### config.mk
export PLATFORM = sky130hd
export DESIGN_NAME = shift_add_mul_ctrl
export DESIGN_NICKNAME = d
export VERILOG_FILES = /design/src/rtl/shift_add_mul_ctrl.sv
export SDC_FILE = /design/constraint.sdc
export NUM_CORES = 1
export LEC_CHECK = 0
export BUFFER_PORTS_ARGS = -buffer_cell sky130_fd_sc_hd__buf_2
export CELL_PAD_IN_SITES_DETAIL_PLACEMENT = 1
export CELL_PAD_IN_SITES_GLOBAL_PLACEMENT = 2
export CORE_ASPECT_RATIO = 1.25
export CORE_MARGIN = 4
export CORE_UTILIZATION = 30
export CTS_CLUSTER_SIZE = 40
export DETAILED_ROUTE_END_ITERATION = 6
export PLACE_DENSITY = 0.75
export SETUP_SLACK_MARGIN = 0.15
export SLEW_MARGIN = 5
export SYNTH_ARGS = -nofsm -noshare
export SYNTH_HDL_FRONTEND = slang
export SYNTH_SLANG_ARGS = --single-unit
### constraint.sdc
create_clock -name clk -period 6.3 [get_ports clk]
set_clock_uncertainty 0.15 [all_clocks]
set_input_delay 1.575 -clock clk [delete_from_list [all_inputs] [get_ports clk]]
set_output_delay 1.575 -clock clk [all_outputs]
set_load 0.03 [all_outputs]
### src/rtl/shift_add_mul_ctrl.sv
// Sequential unsigned WIDTH x WIDTH shift-add multiplier: one shared ripple-carry adder, one multiplier bit per cycle.
// Optional feature macro ZERO_BYPASS_EN: a zero operand skips the RUN phase and finishes in one cycle.
module shift_add_mul_ctrl #(
  parameter int WIDTH = 8
) (
  input  logic               clk,
  input  logic               rst,
  input  logic               start,
  input  logic [WIDTH-1:0]   a,
  input  logic [WIDTH-1:0]   b,
  output logic               busy,
  output logic               done,
  output logic [2*WIDTH-1:0] p
);

  localparam int CW = $clog2(WIDTH) + 1;

  typedef enum logic [1:0] {S_IDLE, S_RUN, S_DONE} state_t;

  state_t             r_state;
  state_t             w_next;
  logic [WIDTH-1:0]   r_m;
  logic [WIDTH-1:0]   r_acc;
  logic [WIDTH-1:0]   r_q;
  logic [CW-1:0]      r_cnt;
  logic               r_done;
  logic [2*WIDTH-1:0] r_p;

  logic               w_zero_op;
  logic               w_last;
  logic               w_load;
  logic               w_shift;
  logic               w_finish;
  logic               w_busy;
  logic [WIDTH-1:0]   w_addend;
  logic [WIDTH-1:0]   w_sum;
  logic [WIDTH:0]     w_carry;

`ifdef ZERO_BYPASS_EN
  assign w_zero_op = (a == '0) || (b == '0);
`else
  assign w_zero_op = 1'b0;
`endif

  assign w_last = (r_cnt == CW'(WIDTH - 1));

  // Shared adder: ACC + (Q[0] ? M : 0), carry-in tied low.
  always_comb begin
    w_addend   = r_q[0] ? r_m : '0;
    w_carry[0] = 1'b0;
    for (int i = 0; i < WIDTH; i++) begin
      w_sum[i]       = r_acc[i] ^ w_addend[i] ^ w_carry[i];
      w_carry[i + 1] = (r_acc[i] & w_addend[i]) | (w_carry[i] & (r_acc[i] ^ w_addend[i]));
    end
  end

  // NOTE: state and datapath registers use non-blocking assignments so every flop samples pre-edge values.
  always_ff @(posedge clk) begin
    if (rst) r_state <= S_IDLE;
    else     r_state <= w_next;
  end

  // NOTE: w_next defaults to the current state first, so no path through the case leaves it unassigned (no latch).
  always_comb begin
    w_next = r_state;
    case (r_state)
      S_IDLE:  if (start) w_next = w_zero_op ? S_DONE : S_RUN;
      S_RUN:   if (w_last) w_next = S_DONE;
      S_DONE:  w_next = S_IDLE;
      default: w_next = S_IDLE;
    endcase
  end

  always_comb begin
    w_busy   = (r_state != S_IDLE);
    w_load   = (r_state == S_IDLE) && start;
    w_shift  = (r_state == S_RUN);
    w_finish = (r_state == S_DONE);
  end

  always_ff @(posedge clk) begin
    if (rst) begin
      r_m    <= '0;
      r_acc  <= '0;
      r_q    <= '0;
      r_cnt  <= '0;
      r_done <= 1'b0;
      r_p    <= '0;
    end else begin
      r_done <= 1'b0;
      if (w_load) begin
        r_m   <= a;
        r_q   <= w_zero_op ? '0 : b;
        r_acc <= '0;
        r_cnt <= '0;
      end
      // Carry-out drops into the ACC MSB while the low product bit shifts into Q.
      if (w_shift) begin
        {r_acc, r_q} <= {w_carry[WIDTH], w_sum, r_q[WIDTH-1:1]};
        r_cnt        <= r_cnt + CW'(1);
      end
      if (w_finish) begin
        r_p    <= {r_acc, r_q};
        r_done <= 1'b1;
      end
    end
  end

  assign busy = w_busy;
  assign done = r_done;
  assign p    = r_p;

endmodule
# Word-level counts from Yosys, hierarchy flattened
# Index checks and enable logic that the tools add are counted.
# W data, S select, Z words.
[totals]
reg_bits = 47
wordCells = 66
latchBits = 0
ramBits = 0
romBits = 0
input_bits = 19
mem_count = 0
output_inout_bits = 18
[op_classes]
order_cmp = 0
eq_ne = 5
add_sub_neg = 1
div = 0
n_mux = 11
bitwise = 37
multipliers = 0
n_shift = 0
n_reduce_logical = 5
[op_table]
columns = ["cell", "n"]
rows = [
  ["$mux W8", 5],
  ["$and A1 B1 Y1", 15],
  ["$xor A1 B1 Y1", 15],
  ["$mux W4", 2],
  ["$or A1 B1 Y1", 7],
  ["$add A4 B1 Y4 const B", 1],
  ["$eq A4 B3 Y1 const B", 1],
  ["$mux W2", 2],
  ["$ne A2 B2 Y1 const B", 2],
  ["$pmux W2 S2", 1],
  ["$reduce_bool A2 Y1", 2],
  ["$eq A2 B1 Y1 const B", 1],
  ["$eq A2 B2 Y1 const B", 1],
  ["$logic_not A2 Y1", 1],
  ["$reduce_and A2 Y1", 1],
  ["$logic_and A1 B1 Y1", 1],
  ["$mux W1", 1],
]

# Depth between registers and ports, before layout
[logic_depth]
word_depth = 17
ltp_mapped = 16
mapped_depth_nobuf = 15

# Worst setup path after synthesis
# No wires, ideal clock.
[synth_path]
kind = "reg-to-reg"
from = "reg r_q[0]"
to = "reg r_acc[6]"
setup_time_ps = 121
required_time_ps = 6029
period_less_slack_ps = 3368
setup_slack_ps = 2932
n_path_buf = 1
t_arrival_ps = 3097
path_stages_with_launch = 17
cell_sequence = "dfxtp_1 > clkbuf_1 > and2_1 > ha_1 > inv_1 > fa_1 > inv_1 > fa_1 > fa_1 > inv_1 > fa_1 > fa_1 > inv_1 > fa_1 > inv_1 > fa_1 > o2bb2ai_1"
[synth_between]
elab_chain_cells = 16
elab_cells_between_ends = 29
classes_between = "2 x mux; 27 x bitwise"
[synth_lines]
columns = ["element", "line", "text"]
rows = [
  ["start, declared", "24", "logic [WIDTH-1:0] r_q;"],
  ["start signal, assigned", "93", "r_q <= w_zero_op ? '0 : b;"],
  ["start signal, assigned", "99", "{r_acc, r_q} <= {w_carry[WIDTH], w_sum, r_q[WIDTH-1:1]};"],
  ["$mux W8 *", "49", "w_addend = r_q[0] ? r_m : '0;"],
  ["$and A1 B1 Y1 / $xor A1 B1 Y1 (equally long branches)", "53", "w_carry[i + 1] = (r_acc[i] & w_addend[i]) | (w_carry[i] & (r_acc[i] ^ w_addend[i]));"],
  ["$and A1 B1 Y1", "53", ""],
  ["$or A1 B1 Y1", "53", ""],
  ["$and A1 B1 Y1", "53", ""],
  ["$or A1 B1 Y1", "53", ""],
  ["$and A1 B1 Y1", "53", ""],
  ["$or A1 B1 Y1", "53", ""],
  ["$and A1 B1 Y1", "53", ""],
  ["$or A1 B1 Y1", "53", ""],
  ["$and A1 B1 Y1", "53", ""],
  ["$or A1 B1 Y1", "53", ""],
  ["$and A1 B1 Y1", "53", ""],
  ["$or A1 B1 Y1", "53", ""],
  ["$xor A1 B1 Y1 *", "52", "w_sum[i] = r_acc[i] ^ w_addend[i] ^ w_carry[i];"],
  ["$mux W8 *", "98", "if (w_shift) begin"],
  ["end signal, assigned", "99", ""],
  ["end, declared", "23", "logic [WIDTH-1:0] r_acc;"],
]
# Mark *: on every way between the ends. The rest lies on a longest branch, timed or not.
# A chain may end at the register's enable or synchronous reset.

# Final worst setup path
# Same ends and word-level chain as after synthesis.

==> run summary <==
The total routing usage reported by global routing is 0.127. The logs give 3.49 ns for the data arrival time of the critical path and 2.83 ns for the worst-case setup slack after placement. The number of levels the H-tree was split into is 2, and the cell area after synthesis is 1970 um2.

0 antenna diodes ended up in the layout. Counting flops with a built-in enable in the synthesized netlist gives 0. The number of failing setup endpoints in the final timing report is 0. The initial antenna violation count is 0, and the number of different library cells in the post-synthesis netlist is 32. The first detailed-routing pass ran for 4 iterations. VDD sags by at most 0.149 mV. STA classifies the critical path endpoint as a flip-flop.

After detailed routing, the number of vias per cell comes to 4.57. The clock passes through at most 2 buffers. Slew of the pin with the lowest slew margin: 0.963 ns. For this design, the sink count on the clock tree is 47.

For this design the static power due to leakage is 0.911 nW. The run gives 0.478 as the sequential share of the synthesized area. TritonCTS built the clock tree. The largest total area in the synthesized netlist belongs to dfxtp_1. The number of max-slew violations in the final report was 0. The number of synthesized register bits works out to 47. By instance count, the leading cell after synthesis is nand2_1. Once the clock tree was built, the resizer swapped 0 gates to a different size. The synthesized area per cell came out at 8.71 um2. The utilization after layout is 0.364, and the fraction of synthesis flops using an asynchronous set or reset pin is 0. Setup repair after global routing left no endpoint under its margin. Entering global routing, the biggest net connects 41 pins. The via count of the routed design was 1559; the worst-case setup margin in the final layout was 2.85 ns.

The via count of the first global-routing pass came out at 1626. For this block, wires on met1 add up to 2200 um. Buffers added to address setup during post-CTS repair amount to 0. The run gives 0 as the number of hold violations in the final report. Relative to the synthesized area, the layout overhead comes to 16.1%. The maximum fanout encountered on the critical timing path is 10.

The tools report the total number of placement rows as 32. The number of buffers inserted by hold repair at cts is 0. The ratio of cells with drive above 1 in the final layout is 0.203, and the final total negative setup slack is 0 ns.

For this block, the initial DRC count from the detailed router was 62. The first-pass GRT wire length was 7870 um. The max capacitance violation total is 0. For the relative slew slack, the log shows 0.355. The residual DRC count was 0.

For the worst setup path, the data required time is 6.34 ns. For this design the top-level I/O count stands at 37. The clock-pin transition on the worst setup and hold timing paths works out to 0.08 ns.

The count of warnings emitted by yosys was 0. The number of nets handed over by synthesis was 254. The starting utilization of the core area was 0.313. The flow ran to the end, and the final reports show no timing, DRC or antenna violations. The type of the worst min-delay path was flip-flop to flip-flop. By count the netlist is led by nand2_1 (52), dfxtp_1 (47), a21oi_1 (26). In the synthesized netlist the dominant register cell turns out to be dfxtp_1. The clock buffer count from CTS came out at 5.

The number of placed instances, taps included, is 334. The smallest clock period supported by the final layout is computed as 3.45 ns. For the worst-skew pair, the clock arrives at the later sink with an insertion delay of 0.30 ns.

From bottom edge to top edge, the die measures 98.6 um. The uppermost metal layer occupied by signal nets is met4. The net count of the finished layout is 284.

From left edge to right edge, the die measures 80.4 um. In the synthesized netlist, the number of instances is 226. Power per unit of standard cell area: 252 nW/um2. Ranked by total cell area, the synthesized netlist is headed by dfxtp_1 (48%), nand2_1 (9.9%), fa_1 (7.1%), a21oi_1 (6.6%), nor2_1 (4.4%). The number of I/O port buffers is 36. The tools report the core area as 6290 um2.

The portion of the clock cycle consumed by the worst path in the final layout works out to 0.548. In the detailed route, the total length drawn on met3 is 149 um. The critical path is of the flip-flop to flip-flop type. Wire segments on met2 add up to 2170 um in the final route. The run gives 0.729 as the global placement routability congestion.

STA classifies the critical path startpoint as a flip-flop. The count of cells in the finished layout, fillers not included, comes to 341. CTS placed an instance of clkbuf_8 at the clock tree root. The count of antenna-violating nets left after detailed routing is 0, and the average wire per cell in the routed design is 13.6 um.

The floorplan step defined a die boundary enclosing 7930 um2. The highest achievable clock rate is 289 MHz, and the area share of the largest cell type after synthesis is 0.478. Global routing finished with a remaining overflow of 0.

The placed wire-length estimate after detailed placement was 3320 um. The tools report the final routed wirelength across all metal layers as 4630 um.
[state kept, by name, indices dropped and copies added (netlist names)]
register and count:
r_acc 8, r_cnt 4, r_m 8, done 1, r_q 8, p 16, r_state 2
[layout by cell type, fill, tap and decap left out, types with 3 or more instances in the layout]
cell       Yosys  layout
nand2_1       52      52
dfxtp_1       47      47
buf_2          5      36
a21oi_1       26      26
nor2_1        23      23
inv_1         10      10
fa_1           7       7
nor4_1         6       6
nor3_1         5       5
o2bb2ai_1      5       5
clkbuf_8       0       5
and2_1         4       4
a22o_1         4       4
nor2_2         3       3
nand2b_1       3       3
[path summary, 6_finish.rpt]
| path | end | start | depth (start not counted) | slack, ns |
|---|---|---|---|---|
| setup / recovery | r_acc[6] | r_q[0] | 15 | 2.85 |
| hold / removal | p[10] | p[10] | 2 | 0.31 |
| setup reg to reg | r_acc[6] | r_q[0] | 15 | 2.85 |
| hold reg to reg | p[10] | p[10] | 2 | 0.31 |
[cell families (layout without fill, tap and decap cells)]
group,count (synthesis),count (layout),share of synthesized area
fa+ha+maj,9,9,0.0839
buf+inv,24,54,0.0591
flops,47,47,0.478
compound gates,37,37,0.116
simple gates,107,107,0.253
mux,1,1,0.00572
xor+xnor,1,1,0.00445
[routing by layer]
| layer | global-route usage | vias up |
|---|---|---|
| li1 | - | 796 |
| met1 | 0.165 | 728 |
| met2 | 0.202 | 28 |
| met3 | 0.0201 | 7 |
| met4 | 0.0624 | 0 |
| met5 | 0 | - |
[power breakdown]
part / internal [mW] / switching (mW) / leakage (nW)
combinational: 0.0170 / 0.0283 / 0.477
clock: 0.116 / 0.0981 / 0.0513
sequential: 0.307 / 0.00886 / 0.382
[critical path, stage by stage, from the launching register on]
cell	delay, ns
dfxtp_1	0.49
and2_1	0.18
ha_1	0.14
inv_1	0.05
fa_1	0.35
inv_1	0.08
fa_1	0.18
fa_1	0.16
inv_1	0.04
fa_1	0.37
fa_1	0.36
inv_1	0.07
fa_1	0.15
inv_1	0.05
fa_1	0.48
o2bb2ai_1	0.06
[through the flow]
| stage | instance area [um2] | power [mW] | hold slack, ns |
|---|---|---|---|
| after floorplan | 1970 | 0.354 | 0.282 |
| final | 2290 | 0.575 | 0.305 |
| after global routing | 2290 | 0.604 | 0.329 |
| after detailed placement | 2180 | 0.370 | 0.297 |
| after CTS | 2290 | 0.584 | 0.309 |
| after global placement | 2180 | 0.368 | 0.290 |
[layout make-up]
class	count	area (um2)
clock buffers	6	72.6
clock inverters	1	30.0
fillers	795	4000
inverters	10	37.5
multi-input cells	155	911
flip-flops and latches	47	941
well taps	85	106
repair buffers	37	188
Power figures use the tool's default switching activity.
